===== src/rtl/fifo_uart_tx.sv =====
`default_nettype none
// ============================================================================
// Module      : fifo_uart_tx
// Description : Drain stage for the ring FIFO. Pops one character at a time
//               from the FIFO's show-ahead head and sends it as an
//               asynchronous UART frame (start, data LSB first, optional
//               even parity, stop) on a registered, idle-high tx line.
//               Optional feature macro: FIFO_UART_TX_PARITY_EN (adds one
//               even-parity bit between the data bits and the stop bit).
// Ports       : clk       - single clock, all state on posedge
//               reset     - synchronous, active-high
//               fifo_data - FIFO head word (valid while fifo_val=1)
//               fifo_val  - FIFO non-empty
//               fifo_read - one-cycle pop strobe to the FIFO
//               tx        - serial line, idle high
//               busy      - frame in progress
//               tx_done   - pulse on the last cycle of the stop bit
// Revision    : 1.0 - initial release
// ============================================================================
module fifo_uart_tx #(
    parameter int DATA_WIDTH   = 8,
    parameter int CLKS_PER_BIT = 16
) (
    input  logic                  clk,
    input  logic                  reset,
    input  logic [DATA_WIDTH-1:0] fifo_data,
    input  logic                  fifo_val,
    output logic                  fifo_read,
    output logic                  tx,
    output logic                  busy,
    output logic                  tx_done
);

    localparam int c_BAUD_W = $clog2(CLKS_PER_BIT);
    localparam int c_BIT_W  = $clog2(DATA_WIDTH) + 1;

    localparam logic [c_BAUD_W-1:0] c_BAUD_LAST = c_BAUD_W'(CLKS_PER_BIT - 1);
    localparam logic [c_BIT_W-1:0]  c_BIT_LAST  = c_BIT_W'(DATA_WIDTH - 1);

    typedef enum logic [2:0] {
        S_IDLE   = 3'd0,
        S_START  = 3'd1,
        S_DATA   = 3'd2,
`ifdef FIFO_UART_TX_PARITY_EN
        S_PARITY = 3'd3,
`endif
        S_STOP   = 3'd4
    } state_t;

    state_t                r_state,  w_state_next;
    logic [c_BAUD_W-1:0]   r_baud,   w_baud_next;
    logic [c_BIT_W-1:0]    r_bit,    w_bit_next;
    logic [DATA_WIDTH-1:0] r_shreg,  w_shreg_next;
    logic                  r_tx,     w_tx_next;
    logic                  w_bit_end;
`ifdef FIFO_UART_TX_PARITY_EN
    // Parity is captured at load time because the shift register is
    // consumed while the data bits go out.
    logic                  r_par,    w_par_next;
`endif

    assign w_bit_end = (r_baud == c_BAUD_LAST);

    always_comb begin
        w_state_next = r_state;
        w_baud_next  = r_baud + 1'b1;
        w_bit_next   = r_bit;
        w_shreg_next = r_shreg;
`ifdef FIFO_UART_TX_PARITY_EN
        w_par_next   = r_par;
`endif
        fifo_read    = 1'b0;
        tx_done      = 1'b0;

        case (r_state)
            S_IDLE: begin
                w_baud_next = '0;
                if (fifo_val && !reset) begin
                    fifo_read    = 1'b1;
                    w_shreg_next = fifo_data;
`ifdef FIFO_UART_TX_PARITY_EN
                    w_par_next   = ^fifo_data;
`endif
                    w_state_next = S_START;
                end
            end
            S_START: begin
                if (w_bit_end) begin
                    w_state_next = S_DATA;
                    w_baud_next  = '0;
                    w_bit_next   = '0;
                end
            end
            S_DATA: begin
                if (w_bit_end) begin
                    w_baud_next = '0;
                    if (r_bit == c_BIT_LAST) begin
`ifdef FIFO_UART_TX_PARITY_EN
                        w_state_next = S_PARITY;
`else
                        w_state_next = S_STOP;
`endif
                    end else begin
                        w_bit_next   = r_bit + 1'b1;
                        w_shreg_next = r_shreg >> 1;
                    end
                end
            end
`ifdef FIFO_UART_TX_PARITY_EN
            S_PARITY: begin
                if (w_bit_end) begin
                    w_state_next = S_STOP;
                    w_baud_next  = '0;
                end
            end
`endif
            S_STOP: begin
                if (w_bit_end) begin
                    tx_done      = 1'b1;
                    w_state_next = S_IDLE;
                    w_baud_next  = '0;
                end
            end
            default: begin
                w_state_next = S_IDLE;
                w_baud_next  = '0;
            end
        endcase

        // tx is registered from the level of the state being entered, so the
        // line changes on the same edge as the state register.
        case (w_state_next)
            S_START:  w_tx_next = 1'b0;
            S_DATA:   w_tx_next = w_shreg_next[0];
`ifdef FIFO_UART_TX_PARITY_EN
            S_PARITY: w_tx_next = w_par_next;
`endif
            default:  w_tx_next = 1'b1;
        endcase
    end

    always_ff @(posedge clk) begin
        if (reset) begin
            r_state <= S_IDLE;
            r_baud  <= '0;
            r_bit   <= '0;
            r_shreg <= '0;
            r_tx    <= 1'b1;
`ifdef FIFO_UART_TX_PARITY_EN
            r_par   <= 1'b0;
`endif
        end else begin
            r_state <= w_state_next;
            r_baud  <= w_baud_next;
            r_bit   <= w_bit_next;
            r_shreg <= w_shreg_next;
            r_tx    <= w_tx_next;
`ifdef FIFO_UART_TX_PARITY_EN
            r_par   <= w_par_next;
`endif
        end
    end

    assign tx   = r_tx;
    assign busy = (r_state != S_IDLE);

endmodule
`default_nettype wire


===== config.mk =====
export PLATFORM = sky130hd
export DESIGN_NAME = fifo_uart_tx
export DESIGN_NICKNAME = d
export VERILOG_FILES = /design/src/rtl/fifo_uart_tx.sv
export SDC_FILE = /design/constraint.sdc
export NUM_CORES = 1
export LEC_CHECK = 0
export CORE_MARGIN = 2
export CORE_UTILIZATION = 59
export CTS_BUF_LIST = sky130_fd_sc_hd__clkbuf_4 sky130_fd_sc_hd__clkbuf_8
export DETAILED_ROUTE_END_ITERATION = 16
export PLACE_DENSITY_LB_ADDON = 0.15
export RECOVER_POWER = 50
export SETUP_SLACK_MARGIN = 0.1
export SYNTH_ARGS = -nofsm -noshare
export SYNTH_HDL_FRONTEND = slang
export SYNTH_SLANG_ARGS = --single-unit

===== constraint.sdc =====
create_clock -name clk -period 3.65 [get_ports clk]
set_input_delay 0.365 -clock clk [delete_from_list [all_inputs] [get_ports clk]]
set_output_delay 0.365 -clock clk [all_outputs]
set_load 0.02 [all_outputs]

==> metrics, run 1 <==
result of the run complete, no violations; average footprint of a synthesized cell 9.19 um^2; critical path class in2out; Via density 6.32; number of distinct library cells after synthesis 39; maximum fanout encountered on the critical timing path 16; number of optimization iterations in the first detailed-route pass 4; final clock period utilization by the worst path approximately 72%; core area 1540 um^2; weighted congestion at the end of routability-driven global placement approximately 0.8; unrepaired setup endpoints after global routing false; critical path endpoint category output pin; transition time of the tightest slew-check pin around 810 ps; standby leakage power 0.422 nW; per-cell routed wire length 14.2 um; antenna violations before repair 0; antenna violation net count after detailed routing 0; site row count 14; remaining max-slew budget at the tightest pin around 46%; number of levels in the clock H-tree 1; CTS tree built; DIE AREA between 2000 and 2500 um^2; maximum clock insertion buffer count 2; Tot GR Track Use ~23%; largest cells by area after synthesis sky130_fd_sc_hd__dfxtp_1, sky130_fd_sc_hd__a21oi_1, sky130_fd_sc_hd__a22oi_1; number of synthesized register bits 20; GRT overflow 0; vias post-DR ~880; max-capacitance violation count 0; post-synthesis to final-layout area growth 15.0%; Clock Sinks 20; clock root buffer sky130_fd_sc_hd__clkbuf_4; starting density of the core ~64%; number of hold-slack violations in the final timing report 0; power density over cell area 355 nW/um^2; die height 45.0 um; Min-Delay Path Class reg2reg; # hold bufs at CTS 0; clock insertion delay at the later pin of the skew report around 310 ps; Final Net Count 137; number of setup buffers added after CTS 0; most used flip-flop cell after synthesis sky130_fd_sc_hd__dfxtp_1; sequential area share after synthesis between 40% and 50%; DRC violation total after the first TritonRoute iteration 34; critical path required time 3280 ps; Syn Inst Count around 110; share of post-route cells with drive strength above 1 10.6%; upper clock frequency limit between 0.3 and 0.4 GHz; post-route minimum period 2630 ps; Yosys warnings 0; TritonCTS Buffers 3; # IOs 15; setup TNS after final layout 0 ps; DRC violations left 0; most frequent cells after synthesis sky130_fd_sc_hd__dfxtp_1, sky130_fd_sc_hd__a21oi_1, sky130_fd_sc_hd__nand3_1; post-synthesis cell type with the largest combined area sky130_fd_sc_hd__dfxtp_1; nets in the synthesized netlist approximately 120; clock slew seen by the registers of the worst setup and hold paths ~110 ps; startpoint type of the worst setup path input port; Final Util 74.0%; DIE WIDTH roughly 45 um; top-area cell type share of the netlist area 40.4%; # setup viols final 0; wire length of the first global-routing pass about 3300 um; Port Buf Inserts 14; worst vdd rail ir drop 0.000274 V; cts repair resizes 0; via count of the first global-routing pass 788; maximum number of pins on one net before global-route repair 17; Post-synth EDFFs 0; number of antenna cells inserted 0; final HPWL from detailed placement 1440 um; final clock skew between 4 and 5 ps; netlist area before placement around 990 um^2; CP Data Arrival Time around 2300 ps; most common cell in the netlist sky130_fd_sc_hd__dfxtp_1; fraction of synthesis flops using an asynchronous set or reset pin 0%; WL final 1970 um; total count of max-transition violations in the final report 0
cell families (layout without fill, tap and decap cells):
logic type                 after synthesis  after routing  synth area share, %
AOI/OAI and AO/OA                       32             32                 20.6
xor gates and xnor gates                 3              3                 2.65
adders and majority gates                2              2                 2.52
buffers and inverters                    9             24                 4.29
DFF                                     20             20                 40.4
and+or+nand+nor                         42             42                 29.6
per-stage QoR:
step	hold WS (ps)	area, um^2	setup WS, ps	total power [W]	std cells
floorplan	418	992	2070	0.000259	108
global placement	430	1140	1180	0.000278	135
detailed placement	443	1140	1140	0.000280	135
CTS	459	1170	1130	0.000407	139
global route	502	1140	896	0.000420	139
finish	456	1140	1020	0.000405	139
per-layer routing:
layer  global-route usage [%]  vias up  part of all wire [%]
li1                         -      435                     -
met1                     29.3      414                    44
met2                     36.0       25                    50
met3                     4.00        5                   4.4
met4                     11.8        0                   1.6
met5                        0        -                     0
power breakdown:
part / switching, W / total (W) / internal (W)
Combinational: 0.0000211 / 0.0000449 / 0.0000238
Clock: 0.0000698 / 0.000131 / 0.0000609
Sequential: 0.00000478 / 0.000230 / 0.000225
Total: 0.0000958 / 0.000405 / 0.000309
flip-flops by register name, indices dropped and copies added, names as in the netlist:
| signal | flops |
|---|---|
| r_baud | 4 |
| r_bit | 4 |
| tx | 1 |
| r_shreg | 8 |
| r_state | 3 |
worst paths after layout:
| check | from | end | slack, ps | depth (start not counted) |
|---|---|---|---|---|
| worst max register to register | r_baud[0] | r_shreg[3] | 1660 | 5 |
| worst max-delay path | reset | fifo_read | 1020 | 6 |
| worst min register to register | r_baud[0] | r_baud[0] | 460 | 1 |
| worst min-delay path | r_baud[0] | r_baud[0] | 460 | 1 |
final cells by class:
cell class,instances,area [um^2]
clock buffer,4,36.3
fill,130,400
inverter,5,18.8
multi-input combinational,79,518
sequential,20,400
tap,16,20.0
timing repair buffer,15,148
worst max-delay path: stages:
cell	delay [ps]
sky130_fd_sc_hd__clkdlybuf4s50_1	400
sky130_fd_sc_hd__buf_4	200
sky130_fd_sc_hd__nor2_2	160
sky130_fd_sc_hd__nand3_2	180
sky130_fd_sc_hd__inv_1	290
sky130_fd_sc_hd__clkdlybuf4s50_1	670
placed cells by master, fill, tap and decap left out, drive strengths merged, types with 3 or more instances in the layout:
| cell type | n |
|---|---|
| dfxtp | 20 |
| a21oi | 13 |
| clkdlybuf4s50 | 13 |
| nand3 | 10 |
| nor2 | 9 |
| a22oi | 6 |
| inv | 5 |
| nor3 | 4 |
| a31oi | 4 |
| o21ai | 4 |
| clkbuf | 4 |
| and3 | 3 |
(Power assumes the default switching activity.)
==> run 2: changes to the inputs <==
--- a/config.mk
+++ b/config.mk
@@ -6,7 +6,7 @@
 export NUM_CORES = 1
 export LEC_CHECK = 0
 export CORE_MARGIN = 2
-export CORE_UTILIZATION = 59
+export CORE_UTILIZATION = 49
 export CTS_BUF_LIST = sky130_fd_sc_hd__clkbuf_4 sky130_fd_sc_hd__clkbuf_8
 export DETAILED_ROUTE_END_ITERATION = 16
 export PLACE_DENSITY_LB_ADDON = 0.15
==> constraint.sdc (replaced) <==
create_clock -name clk -period 2.25 [get_ports clk]
set_input_delay 0.225 -clock clk [delete_from_list [all_inputs] [get_ports clk]]
set_output_delay 0.225 -clock clk [all_outputs]
set_load 0.02 [all_outputs]
==> run 2 against run 1 <==
Against the previous run:
- cell area is 5.2% higher
- wire length is 1.3% lower
- critical path type is now reg2out
- count of clock-buffer cells in the layout shrank 1
- clock power rose by 120%
==> metrics, run 2 (synthesis gave the netlist of run 1 again) <==
result of the run complete, no violations; per-cell routed wire length 12.9 um (-9.2%); remaining max-slew budget at the tightest pin 65.9% (+20 points); family of cells with the greatest summed delay on the critical path simple AND/OR/NAND/NOR gates; area of combinational cells with multiple inputs 538 um^2 (+3.9%); clock root buffer sky130_fd_sc_hd__clkbuf_4; WL final 1950 um (-1.3%); number of setup buffers added after CTS 0 (unchanged); Tot GR Track Use 17.7% (-4.9 points); maximum clock insertion buffer count 2 (unchanged); commonest cells after routing, fill and taps aside sky130_fd_sc_hd__dfxtp_1, sky130_fd_sc_hd__a21oi_1, sky130_fd_sc_hd__clkdlybuf4s50_1; maximum fanout encountered on the critical timing path 6 (-10); most frequent standard cell in the layout excluding fill and tap cells sky130_fd_sc_hd__dfxtp_1; unrepaired setup endpoints after global routing false; weighted congestion at the end of routability-driven global placement 0.800 (-0.26%); clock slew seen by the registers of the worst setup and hold paths 100 ps (about the same); total count of max-transition violations in the final report 0 (unchanged); setup TNS after final layout 0 ps (unchanged); DIE WIDTH 49 um (+8.9%); die height 49 um (+8.9%); core area 1940 um^2 (+26%); Post-Place Cell Area 1160 um^2 (+1.9%); number of hold-slack violations in the final timing report 0 (unchanged); worst vdd rail ir drop 0.000315 V (+15%); critical path class reg2out; via count of the first global-routing pass 744 (-5.6%); TritonCTS Buffers 3 (unchanged); critical path endpoint category output pin; Clock Sinks 20 (unchanged); antenna violations before repair 0 (unchanged); crit-path most repeated cell sky130_fd_sc_hd__and3_1; transition time of the tightest slew-check pin 509 ps (-300 ps); maximum number of pins on one net before global-route repair 16 (-1); number of fill cells 178 (+37%); number of antenna cells inserted 0 (unchanged); top register by number of flip-flops r_shreg; FF+latch area 400 um^2 (unchanged); clock insertion delay at the later pin of the skew report 300 ps (about the same); power density over cell area 614 nW/um^2 (+73%); site row count 16 (+2); final clock skew 12.3 ps (+7.95 ps); critical path required time 2030 ps (-1250 ps); post-synthesis to final-layout area growth 20.9%; Largest regs r_shreg: 8 flops, r_baud: 4 flops, r_bit: 4 flops; CP Data Arrival Time 1720 ps (-550 ps); final HPWL from detailed placement 1430 um (-1.0%); DRC violations left 0 (unchanged); cell with the biggest individual delay on the critical path sky130_fd_sc_hd__dfxtp_1; number of flip-flops in the largest register 8 (unchanged); # setup viols final 0 (unchanged); CP bufs+invs 1 (-3); Final Util 61.8% (-12 points); number of optimization iterations in the first detailed-route pass 4 (unchanged); DRC violation total after the first TritonRoute iteration 19 (-44%); CTS tree built; upper clock frequency limit ~0.5 GHz; cell chain of the critical path ha_1, and3_1, and3_1, dlygate4sd2_1; starting density of the core 51.1% (-13 points); max-capacitance violation count 0 (unchanged); # IOs 15 (unchanged); post-route minimum period slightly below 2000 ps; wire length of the first global-routing pass 3370 um (+0.84%); highest cell delay on the worst timing path 370 ps (-300 ps); final hold slack 459 ps (+2.81 ps); share of post-route cells with drive strength above 1 13.7% (+3.1 points); antenna violation net count after detailed routing 0 (unchanged); startpoint type of the worst setup path flip-flop; number of levels in the clock H-tree 1 (unchanged); Non-Filler Cell Area, Final 1200 um^2 (+5.2%); standby leakage power 0.492 nW (+17%); Min-Delay Path Class reg2reg; DIE AREA 2400 um^2 (+19%); Port Buf Inserts 14 (unchanged); Via density 5.60 (-11%); Final Net Count 138 (+0.73%); final clock period utilization by the worst path a little under nine tenths; vias post-DR 846 (-3.8%); GRT overflow 0 (unchanged)
run 2: where the power goes:
group / internal, W / leakage [nW] / switching [W]
Combinational: 0.0000396 / 0.301 / 0.0000344
Sequential: 0.000365 / 0.163 / 0.00000793
Clock: 0.000180 / 0.0279 / 0.000110
run 2: final timing paths:
| kind | cells past startpoint | start | end | slack, ps |
|---|---|---|---|---|
| min | 1 | r_baud[0] | r_baud[0] | 460 |
| min reg2reg | 1 | r_baud[0] | r_baud[0] | 460 |
| max | 4 | r_baud[0] | tx_done | 310 |
| max reg2reg | 5 | r_baud[0] | r_bit[0] | 540 |
run 2: what timing repair did:
item                                    4_1_cts  5_1_grt
hold buffers                                  0        0
gates resized for setup                       2        1
endpoints found under the setup margin        1        1
run 2: cell type report:
cell class	count	share of cell area [%]
clock buffer	3	1.88
timing repair buffer	16	13.0
clock inverter	1	2.50
sequential	20	33.4
inverter	5	1.56
tap	27	2.82
multi-input combinational	79	44.8
run 2: metrics by stage:
step | std cells | total power [W] | setup slack [ps]
finish | 151 | 0.000737 | 307
global route | 151 | 0.000768 | 195
CTS | 151 | 0.000747 | 202
detailed placement | 147 | 0.000455 | 294
global placement | 147 | 0.000453 | 303
floorplan | 108 | 0.000420 | 791
run 2: metal layers:
layer	global-route usage (%)	vias to the layer above	wire, um
met5	0	-	0
met4	7.14	0	18
met3	2.76	2	47
met2	26.9	13	933
met1	25.1	393	948
li1	-	438	-
